<file path="config.mk">
export PLATFORM = sky130hd
export DESIGN_NAME = tsmp_ftable_ram_arbiter
export DESIGN_NICKNAME = d
export VERILOG_FILES = /design/src/rtl/tsmp_ftable_ram_arbiter.sv
export SDC_FILE = /design/constraint.sdc
export NUM_CORES = 1
export LEC_CHECK = 0
export BUFFER_PORTS_ARGS = -buffer_cell sky130_fd_sc_hd__buf_4
export CAP_MARGIN = 20
export CORE_ASPECT_RATIO = 0.7
export CORE_MARGIN = 2
export CORE_UTILIZATION = 48
export DETAILED_ROUTE_END_ITERATION = 10
export PLACE_DENSITY = 0.83
export SYNTH_ARGS = -nofsm -noshare
export SYNTH_HDL_FRONTEND = slang
export SYNTH_SLANG_ARGS = --single-unit
</file>
<file path="constraint.sdc">
create_clock -name i_clk -period 1.9 [get_ports i_clk]
set_input_delay 0.38 -clock i_clk [delete_from_list [all_inputs] [get_ports i_clk]]
set_output_delay 0.38 -clock i_clk [all_outputs]
set_load 0.02 [all_outputs]
</file>
<file path="src/rtl/tsmp_ftable_ram_arbiter.sv">
// Shares one single-port forward-table RAM between the MID lookup engine and the config path.
// Optional conflict statistics counter: define TSMP_FTABLE_ARB_STAT_EN.
module tsmp_ftable_ram_arbiter #(
  parameter int unsigned RD_LAT       = 2,
  parameter int unsigned STARVE_LIMIT = 4
) (
  input  logic        i_clk,
  input  logic        i_rst_n,
  input  logic        i_lkp_rd,
  input  logic [11:0] iv_lkp_addr,
  output logic        o_lkp_busy,
  output logic        o_lkp_rvalid,
  output logic [33:0] ov_lkp_rdata,
  input  logic        i_cfg_wr,
  input  logic        i_cfg_rd,
  input  logic [11:0] iv_cfg_addr,
  input  logic [33:0] iv_cfg_wdata,
  output logic        o_cfg_busy,
  output logic        o_cfg_rvalid,
  output logic [33:0] ov_cfg_rdata,
  output logic [11:0] ov_ram_addr,
  output logic [33:0] ov_ram_wdata,
  output logic        o_ram_wr,
  output logic        o_ram_rd,
  input  logic [33:0] iv_ram_rdata,
  output logic [15:0] ov_conflict_cnt
);

  typedef enum logic {OP_RD = 1'b0, OP_WR = 1'b1} cfg_op_e;
  typedef enum logic {OWN_LKP = 1'b0, OWN_CFG = 1'b1} owner_e;

  localparam logic [3:0] LIMIT = 4'(STARVE_LIMIT);

  logic        r_lkp_pend;
  logic [11:0] r_lkp_addr;
  logic        r_cfg_pend;
  cfg_op_e     r_cfg_op;
  logic [11:0] r_cfg_addr;
  logic [33:0] r_cfg_wdata;
  logic [3:0]  r_starve_cnt;

  logic [11:0] r_ram_addr;
  logic [33:0] r_ram_wdata;
  logic        r_ram_wr;
  logic        r_ram_rd;
  owner_e      r_ram_owner;

  logic [RD_LAT-1:0] r_tag_v;
  owner_e            r_tag_own [RD_LAT];

  logic w_grant_lkp;
  logic w_grant_cfg;
  logic w_lkp_accept;
  logic w_cfg_accept;

  // Lookup wins contention unless config has waited through STARVE_LIMIT lookup grants.
  always_comb begin
    w_grant_cfg = r_cfg_pend & (~r_lkp_pend | (r_starve_cnt == LIMIT));
    w_grant_lkp = r_lkp_pend & ~w_grant_cfg;
  end

  assign o_lkp_busy   = r_lkp_pend & ~w_grant_lkp;
  assign o_cfg_busy   = r_cfg_pend & ~w_grant_cfg;
  assign w_lkp_accept = i_lkp_rd & ~o_lkp_busy;
  assign w_cfg_accept = (i_cfg_wr | i_cfg_rd) & ~o_cfg_busy;

  always_ff @(posedge i_clk or negedge i_rst_n) begin
    if (!i_rst_n) begin
      r_lkp_pend   <= 1'b0;
      r_lkp_addr   <= '0;
      r_cfg_pend   <= 1'b0;
      r_cfg_op     <= OP_RD;
      r_cfg_addr   <= '0;
      r_cfg_wdata  <= '0;
      r_starve_cnt <= '0;
    end else begin
      if (w_lkp_accept) begin
        r_lkp_pend <= 1'b1;
        r_lkp_addr <= iv_lkp_addr;
      end else if (w_grant_lkp) begin
        r_lkp_pend <= 1'b0;
      end

      if (w_cfg_accept) begin
        r_cfg_pend  <= 1'b1;
        r_cfg_op    <= i_cfg_wr ? OP_WR : OP_RD;
        r_cfg_addr  <= iv_cfg_addr;
        r_cfg_wdata <= iv_cfg_wdata;
      end else if (w_grant_cfg) begin
        r_cfg_pend <= 1'b0;
      end

      if (r_cfg_pend & w_grant_lkp) begin
        if (r_starve_cnt != LIMIT) r_starve_cnt <= r_starve_cnt + 4'd1;
      end else begin
        r_starve_cnt <= '0;
      end
    end
  end

  always_ff @(posedge i_clk or negedge i_rst_n) begin
    if (!i_rst_n) begin
      r_ram_addr  <= '0;
      r_ram_wdata <= '0;
      r_ram_wr    <= 1'b0;
      r_ram_rd    <= 1'b0;
      r_ram_owner <= OWN_LKP;
    end else begin
      r_ram_wr <= 1'b0;
      r_ram_rd <= 1'b0;
      if (w_grant_lkp) begin
        r_ram_addr  <= r_lkp_addr;
        r_ram_rd    <= 1'b1;
        r_ram_owner <= OWN_LKP;
      end else if (w_grant_cfg) begin
        r_ram_addr  <= r_cfg_addr;
        r_ram_owner <= OWN_CFG;
        if (r_cfg_op == OP_WR) begin
          r_ram_wdata <= r_cfg_wdata;
          r_ram_wr    <= 1'b1;
        end else begin
          r_ram_rd <= 1'b1;
        end
      end
    end
  end

  // Tag pipeline tracks which requester owns each in-flight RAM read.
  always_ff @(posedge i_clk or negedge i_rst_n) begin
    if (!i_rst_n) begin
      r_tag_v <= '0;
      for (int unsigned i = 0; i < RD_LAT; i++) r_tag_own[i] <= OWN_LKP;
    end else begin
      r_tag_v[0]   <= r_ram_rd;
      r_tag_own[0] <= r_ram_owner;
      for (int unsigned i = 1; i < RD_LAT; i++) begin
        r_tag_v[i]   <= r_tag_v[i-1];
        r_tag_own[i] <= r_tag_own[i-1];
      end
    end
  end

  assign o_lkp_rvalid = r_tag_v[RD_LAT-1] & (r_tag_own[RD_LAT-1] == OWN_LKP);
  assign o_cfg_rvalid = r_tag_v[RD_LAT-1] & (r_tag_own[RD_LAT-1] == OWN_CFG);
  assign ov_lkp_rdata = iv_ram_rdata;
  assign ov_cfg_rdata = iv_ram_rdata;

  assign ov_ram_addr  = r_ram_addr;
  assign ov_ram_wdata = r_ram_wdata;
  assign o_ram_wr     = r_ram_wr;
  assign o_ram_rd     = r_ram_rd;

`ifdef TSMP_FTABLE_ARB_STAT_EN
  logic [15:0] r_conflict_cnt;

  always_ff @(posedge i_clk or negedge i_rst_n) begin
    if (!i_rst_n) begin
      r_conflict_cnt <= '0;
    end else if (r_lkp_pend & r_cfg_pend & (r_conflict_cnt != 16'hFFFF)) begin
      r_conflict_cnt <= r_conflict_cnt + 16'd1;
    end
  end

  assign ov_conflict_cnt = r_conflict_cnt;
`else
  assign ov_conflict_cnt = '0;
`endif

endmodule

</file>
==> run summary, run 1 <==
The flow ran to the end, and the final reports show no timing, DRC or antenna violations. The total routing usage reported by global routing was 0.186. The number of hold buffers added after cts was 0; the initial standard-cell utilization of the core was 0.485. The setup clock skew after layout is 0.00696 ns, and the cell leakage power is 0.00293 uW.

Dividing total power by cell area gives a power density of 1310 nW/um^2. The top cell family by delay on the critical path was flip-flops. In this run the vertical extent of the chip is 91.8 um.

Relative to the synthesized area, the layout overhead comes to 21.4%. The master cell of the clock root buffer was clkbuf_16. The final period demand of the worst path is 1.81 ns.

The total of fill cells in the finished design is 869. For the number of antenna violations at the first check in global routing, the log shows 0. The length of the first detailed-routing pass in iterations is 4. The clock passes through at most 2 buffers. The sequential fraction of design power is 0.399.

The tightest min-delay check is of the input pin to asynchronous set/reset pin type. Summed over all failing endpoints, the final setup total negative slack is 0 ns. In this run the core area contains 32 standard-cell rows. For the HPWL after detailed placement, the log shows 7.34 mm.

The clock-pin slew reported for the worst setup and hold paths after clock tree synthesis works out to 0.06 ns. The multi-input combinational cells in the finished layout cover a total of 1660 um^2. Setup violations remaining at the end of the flow were counted as 0.

In this run the worst path has a maximum fanout of 4. In this run, distinct cell masters in the synthesized netlist total 29. The final-report max-slew violation count was 0; the share of the clock period used by the worst path after layout was 0.955. The antenna violation net count after detailed routing is 0, and the number of top-level design ports is 233. For the pin with the worst max-slew slack, the measured transition is 0.619 ns. The tool flagged a number of max-cap violations equal to 0. The mean instance size in the synthesized netlist came out at 13.8 um^2. The critical path in this run is classified as register to output pin. Width of the die: 129 um.

The critical path startpoint category was a register. The via count of the first global-routing pass is 3370, and the latest clock arrival within the worst-skew pair is 0.40 ns. After the first detailed-routing iteration, the DRC count stood at 153. The run gives 0.000733 V as the worst vdd rail ir drop. The diode insertion count for antenna repair was 0; the sequential element share of the synthesized area was 0.559. Counting the buffers created by CTS gives 17.

The synthesized netlist occupies a cell area of 5290 um^2. Summing over every cut layer, the via total after detailed routing is 3036. The critical register-to-register path startpoint was r_starve_cnt[0]. The number of warnings issued by yosys was 0; the maximum operating frequency was 0.551 GHz. In this run the power spent charging and discharging nets is 2410 uW. For this run, design rule violations remaining after detail routing come to 0.

Fraction of final layout cells sized beyond drive strength 1: 0.572. The H-tree was split into 4 levels. The routed design has 10.7 mm of wire. The delay of the slowest cell on the worst path came out at 0.41 ns. The area used by sequential logic in the layout is 2950 um^2. Entering global routing, the biggest net connects 119 pins.

The floorplan step defined a die boundary enclosing 11900 um^2. The relative slew slack was 0.587. Hold timing on the final database bottoms out at a slack of 0.0663 ns. Portion of total power attributed to combinational logic: 0.229. At the end of the flow, the number of nets in the layout was 544. Traced cell by cell, the critical path runs through inv_2, ha_4, nand3b_4, nand2_2, inv_1, buf_4. For the worst setup path, the data arrival time is 1.43 ns. TritonCTS built the clock tree.

Setup repair after global routing left no endpoint under its margin. The area inside the core boundary came out at 10900 um^2. The design internal power is 6000 uW, and the via density per instance is 4.97. Synthesis produced 383 cells. The tools report the number of hold violations in the final report as 0.

The first global-routing pass estimated 16.8 mm of wire. In the final routed layout, each cell accounts on average for 17.5 um. For the worst setup path, the data required time is 1.52 ns. The run gives 0.373 as the clock network fraction of total power. The clock net sink count is 118, and the quantity of I/O buffers inserted on ports is 114. On the critical path, the stage with the largest delay is an instance of dfrtp_1.

The synthesis-stage register bit count was 118. The critical path contains buffers and inverters numbering 3 combined. The overall overflow remaining after global route was 0. The switching power as a share of total power is 0.287. Startpoint of the most critical setup path: r_starve_cnt[0]. STA classifies the critical path endpoint as an output pin. The final weighted congestion in routability-driven placement came out at 0.753.
## worst paths after layout
| check | end | slack, ns | cells after the start |
|---|---|---|---|
| worst max register to register | r_cfg_wdata[12] | 0.11 | 7 |
| min in group i_clk | r_lkp_pend | 0.19 | 2 |
| worst min register to register | r_tag_v[1] | 0.36 | 0 |
| worst max-delay path | o_cfg_busy | 0.09 | 6 |
| worst min-delay path | r_lkp_addr[4] | 0.07 | 2 |
| max in group asynchronous | r_tag_v[1] | 1.36 | 2 |
## power groups by stage
stage               combinational (uW)  sequential [uW]  clock [uW]
floorplan                          936             3700           0
global placement                  1870             3370           0
detailed placement                1930             3380           0
CTS                               1940             3350        3200
global route                      2050             3420        3340
finish                            1920             3350        3130
## synthesized netlist by cell type (all sizes together)
master	n	area, um^2
a211o	12	105
a21oi	4	42.5
a22o	1	8.76
and2	14	90.1
and3	1	6.26
and3b	1	8.76
buf	95	721
clkbuf	4	15.0
conb	1	3.75
dfrtp	118	2950
ha	2	25.0
inv	5	18.8
mux2	92	1040
nand2	5	18.8
nand3	1	5.00
nand3b	1	20.0
nor2	5	18.8
nor2b	1	6.26
o21ai	5	25.0
o221a	12	135
or2	1	6.26
xnor2	1	8.76
xor2	1	8.76
## repair_timing
action                                  4_1_cts  5_1_grt
pin swaps                                     0        2
buffers inserted                              1        0
resized for setup                             2        7
endpoints found under the setup margin        2       20
## per-layer routing
layer  global-route usage  vias up  share of wire
li1                     -     1356              -
met1                0.231     1512           0.42
met2                0.295      147           0.49
met3               0.0753       21          0.082
met4               0.0672        0         0.0099
met5                    0        -              0
## logic make-up (layout without fill, tap and decap cells)
logic type | after synthesis | count (layout) | share of synthesized area
DFF | 118 | 118 | 0.559
buffers and inverters | 104 | 164 | 0.143
muxes | 92 | 92 | 0.196
AOI/OAI and AO/OA | 34 | 34 | 0.0599
and+or+nand+nor | 30 | 30 | 0.0341
adders and majority gates | 2 | 2 | 0.00473
xor gates and xnor gates | 2 | 2 | 0.00331
other | 1 | 16 | 0.000709
## worst reg2reg max path, cell delays in order (launching register included)
cell and delay [ns]:
dfrtp_1 0.41, inv_2 0.08, ha_4 0.14, nand3b_4 0.11, buf_6 0.16, a21oi_4 0.19, buf_12 0.22, mux2_2 0.36
## registers in the layout (all words and copies together) (netlist names), 2 cells and up
| name | count |
|---|---|
| ov_ram_addr | 12 |
| r_lkp_addr | 12 |
| r_tag_v | 2 |
| ov_ram_wdata | 34 |
| r_cfg_addr | 12 |
| r_tag_own | 2 |
| r_starve_cnt | 4 |
| r_cfg_wdata | 34 |
## cell type report
class | count | share of cell area
Timing Repair Buffer | 127 | 0.157
Inverter | 5 | 0.00292
Tap cell | 153 | 0.0298
Clock inverter | 14 | 0.0232
Multi-Input combinational cell | 176 | 0.258
Clock buffer | 18 | 0.0684
Sequential cell | 118 | 0.460
## through the flow
step | power, uW | setup WS [ns] | cell area [um^2] | cells | util
6_report | 8410 | 0.0861 | 6420 | 611 | 0.589
2_1_floorplan | 4630 | 0.179 | 5340 | 398 | -
3_5_place_dp | 5320 | 0.123 | 5790 | 578 | 0.532
4_1_cts | 8500 | 0.0122 | 6390 | 611 | 0.587
5_1_grt | 8810 | 0.0230 | 6420 | 611 | 0.589
3_3_place_gp | 5240 | 0.180 | 5790 | 578 | 0.532
## placed cells by master (no fill, tap or decap), drive strengths merged
| cell type | instances |
|---|---|
| buf | 127 |
| dfrtp | 118 |
| mux2 | 92 |
| clkbuf | 18 |
| conb | 16 |
| and2 | 14 |
| a211o | 12 |
| o221a | 12 |
| inv | 8 |
| nand2 | 5 |
| o21ai | 5 |
| nor2 | 5 |
| clkinv | 5 |
| clkinvlp | 4 |
| a21oi | 4 |
| bufinv | 2 |
| ha | 2 |
| nor2b | 1 |
| nand3b | 1 |
| xnor2 | 1 |
| and3 | 1 |
| and3b | 1 |
| or2 | 1 |
| a22o | 1 |
| nand3 | 1 |
| xor2 | 1 |
Note: power is estimated with default switching activity, not from simulation.
==> run 2: changes to the inputs <==
--- a/config.mk
+++ b/config.mk
@@ -5,6 +5,7 @@
 export SDC_FILE = /design/constraint.sdc
 export NUM_CORES = 1
 export LEC_CHECK = 0
+export ABC_AREA = 1
 export BUFFER_PORTS_ARGS = -buffer_cell sky130_fd_sc_hd__buf_4
 export CAP_MARGIN = 20
 export CORE_ASPECT_RATIO = 0.7
==> run summary, run 2 <==
The cell that appears most often on the critical path is inv_2. The worst vdd rail ir drop was 0.000769 V (+5.0%); the diode insertion count for antenna repair was 0 (unchanged). The logs give 604 (+58%) for the gate count of the mapped netlist and 0.310 (-0.277) for the relative slew slack.

The sequential element share of the synthesized area was 0.552 (-0.00679). The tools report the antenna violation net count after detailed routing as 0 (unchanged). The share of the clock period used by the worst path after layout works out to 1.00 (+0.0458). The vertical die dimension is 92.3 um (+0.59%), and the number of unique standard cell types used by synthesis is 24 (-17%). The proportion of synthesized flip-flops having asynchronous set or reset is 1.00 (unchanged).

The worst reg-to-reg setup slack came out at 0.03 ns (-0.08 ns). Clock net sink count: 118 (unchanged). Yosys attributes the largest share of cell area to dfrtp_1 55%, nand2_1 18%, buf_4 12%, nand3_1 7.5%, buf_2 1.4%. Walking the worst path, the cells encountered are inv_2, ha_4, nand2_4, nor2_4, nand3_4, inv_2, buf_6. The width of the die came out at 130 um (+0.59%). Worst setup margin: -0.000821 ns (-0.0870 ns). The number of violations of the max-capacitance limit is 0 (unchanged). The most frequent standard cell in the layout excluding fill and tap cells is nand2_1. The clock-pin slew reported for the worst setup and hold paths after clock tree synthesis is 0.06 ns (about the same), and the total vias in the final route is 4058 (+34%).

The layout overhead on the synthesized area was 22.2%; the data required time of the worst path was 1.52 ns (about the same). TritonCTS built the clock tree. Final weighted congestion in routability-driven placement: 0.807 (+7.3%).

Mean instance size in the synthesized netlist: 8.86 um^2 (-36%). The run gives 32 (unchanged) as the number of placement rows. The logs give 6540 um^2 (+1.9%) for the final design instance area without fill and 10900 um^2 (+0.37%) for the area inside the core boundary.

The total number of nets in the final design was 757 (+39%); the fraction of final layout cells sized beyond drive strength 1 was 0.267 (-0.305). The overall overflow remaining after global route was 0 (unchanged); the first-pass GRT wire length was 19.9 mm (+19%). The proportion of synthesized area in mux cells is 0 (-0.196). The flow ran to the end, but the final reports show violations. Number of warnings issued by yosys: 0 (unchanged). The cell leakage power is 0.00354 uW (+21%), and the via density per instance is 4.92 (-0.89%). The final-report max-slew violation count came out at 0 (unchanged).

The length of the first detailed-routing pass in iterations is 5 (+1). The remaining routing DRC violations came out at 0 (unchanged). The number of buffers added by the clock tree synthesis step is 17 (unchanged).

The summed instance area of the synthesized netlist came out at 5350 um^2 (+1.2%). The slowest stage of the critical path belongs to the cell dfrtp_1. The run gives 912 (+4.9%) as the total of fill cells in the finished design. Setup clock skew after layout: 0.0201 ns (+0.0132 ns). STA classifies the critical path endpoint as an output pin. The xor and xnor area share after synthesis is 0.00327 (-0.0000403). The run gives 119 (unchanged) as the maximum number of pins on one net before global-route repair. Final period demand of the worst path: 1.90 ns (+0.0870 ns).

Leading cell type by number of instances after synthesis: nand2_1. The logs give 0.42 ns (+0.02 ns) for the latest clock arrival within the worst-skew pair and 8.34 mm (+14%) for the HPWL after detailed placement. Critical path startpoint category: a register. The quantity of I/O buffers inserted on ports is 114 (unchanged), and the post-synthesis simple-gate area fraction is 0.274 (+0.240). The number of hold violations in the final report was 0 (unchanged); the area used by sequential logic in the layout was 2950 um^2 (unchanged). The synthesis-stage register bit count is 118 (unchanged).

The post-detailed-route wirelength per cell is 15.1 um (-13%). Critical setup path kind: register to output pin. The synthesized-area fraction occupied by adder cells works out to 0.00468 (-0.0000576).

The count of flip-flops with a built-in enable after synthesis was 0 (unchanged). The tools report the area enclosed by the die boundary as 12000 um^2 (+1.2%). Share of the synthesized area in the top cell type: 0.552 (-0.00679).

The checks that failed: setup timing. The worst endpoint data arrival time is 1.52 ns (+0.09 ns), and the number of setup violations in the final report is 1 (+1). The logs give 4 (unchanged) for the total number of H-tree levels and 5770 um^2 (-0.39%) for the instance area at placement.

Number of hold buffers added after cts: 0 (unchanged). For the DRC violation total after the first TritonRoute iteration, the log shows 343 (+120%). The run gives 0.490 (+0.00417) as the initial standard-cell utilization of the core. The total detailed-routing wirelength was 12.5 mm (+17%). The areal power density over the cells is 1370 nW/um^2 (+4.7%). The path category of the worst min-delay check was input pin to asynchronous set/reset pin.

Counting instances in the post-synthesis netlist gives the leading cell types as 254 x nand2_1, 118 x dfrtp_1, 86 x buf_4. Area fraction in compound gates after synthesis: 0.00397 (-0.0559). The number of antenna violations at the first check in global routing is 0 (unchanged), and the total routing usage reported by global routing is 0.217 (+0.0307). The tools report the core utilization of the finished layout as 0.598 (+0.00883). The largest area contributor in the synthesized netlist is dfrtp_1. For the number of buffers on the longest clock path, the log shows 2 (unchanged).

The master cell of the clock root buffer was clkbuf_16. The largest driver fanout on the critical path came out at 2 (-2). Setup repair after global routing could not meet its margin everywhere. The actual slew at the worst max-slew pin is 1.04 ns (+0.416 ns), and the minimum hold slack is 0.0463 ns (-0.0200 ns).

The maximum operating frequency came out at 0.526 GHz (-4.6%). The area of the multi-input gates was 1630 um^2 (-1.6%); the via count of the first global-routing pass was 4044 (+20%). For this run, the leading register cell type out of synthesis is dfrtp_1. The number of top-level design ports came out at 233 (unchanged). After synthesis, the largest family of logic cells by area is simple AND/OR/NAND/NOR gates. The delay of the slowest cell on the worst path is 0.40 ns (about the same).

The library cells used most frequently in the layout, excluding fill and tap cells, are 252 x nand2_1, 131 x buf_4, 118 x dfrtp_1.
## run 2: changes by cell type in the layout (fill, tap and decap cells not counted), moves of 5 or more
cell / delta
inv_1: +6
nand3_1: +79
o221a_2: -12
buf_4: +10
and2_1: -13
mux2_1: -11
nor2_1: +6
bufinv_16: +5
nand2_1: +248
a211o_1: -12
mux2_2: -81
## run 2: repair_timing
action | 4_1_cts | 5_1_grt
gates resized for setup | 4 | 7
endpoints found under the setup margin | 2 | 16
hold endpoints to repair | 0 | 0
buffers inserted | 4 | 0
pin swaps | 2 | 2
## run 2: layout make-up
class	instances	share of cell area
clock buffer	19	0.0677
clock inverter	13	0.0385
inverter	14	0.00842
multi-input combinational	374	0.249
sequential	118	0.452
tap	153	0.0293
timing repair buffer	133	0.155
## run 2: final timing paths
check                                     start          endpoint  cells after the start
worst max register to register  r_starve_cnt[0]    ov_ram_addr[3]                      7
min in group i_clk              iv_cfg_wdata[2]    r_cfg_wdata[2]                      3
worst min register to register       r_tag_v[0]        r_tag_v[1]                      0
worst max-delay path            r_starve_cnt[0]        o_lkp_busy                      7
worst min-delay path                    i_rst_n  ov_ram_wdata[18]                      2
max in group asynchronous               i_rst_n   r_cfg_wdata[11]                      2
## run 2: metrics by stage
step,setup WS [ns],TNS [ns],power [uW],std cells
after detailed placement,0.0678,0,5210,788
after global routing,-0.0425,-0.100,9370,824
after floorplan,0.248,0,4570,619
after CTS,-0.0631,-0.0656,9020,824
after global placement,0.201,0,5120,788
final,-0.000821,-0.000821,8970,824
## run 2: cell families (layout without fill, tap and decap cells)
family	count (synthesis)	after routing
and+or+nand+nor	351	351
adders and majority gates	2	2
other	1	16
xor gates and xnor gates	2	2
AOI/OAI and AO/OA	3	3
DFF	118	118
buffers and inverters	127	179
## run 2: layer usage
metal / GRT usage / up-vias / share of wire
li1: - / 1889 / -
met1: 0.283 / 1951 / 0.44
met2: 0.331 / 196 / 0.46
met3: 0.0878 / 22 / 0.092
met4: 0.0726 / 0 / 0.011
met5: 0 / - / 0
## run 2: worst max-delay path, delay by kind of cell (launching register included)
kind                       cells  cell delay, ns
and+or+nand+nor                3            0.26
DFF                            1            0.40
adders and majority gates      1            0.16
buffers and inverters          3            0.26
## run 2: power by group
group / internal, uW / leakage, uW / switching (uW)
registers: 3020 / 0.00145 / 312
logic: 761 / 0.00176 / 1100
clock network: 2620 / 0.000329 / 1160
total: 6400 / 0.00354 / 2570
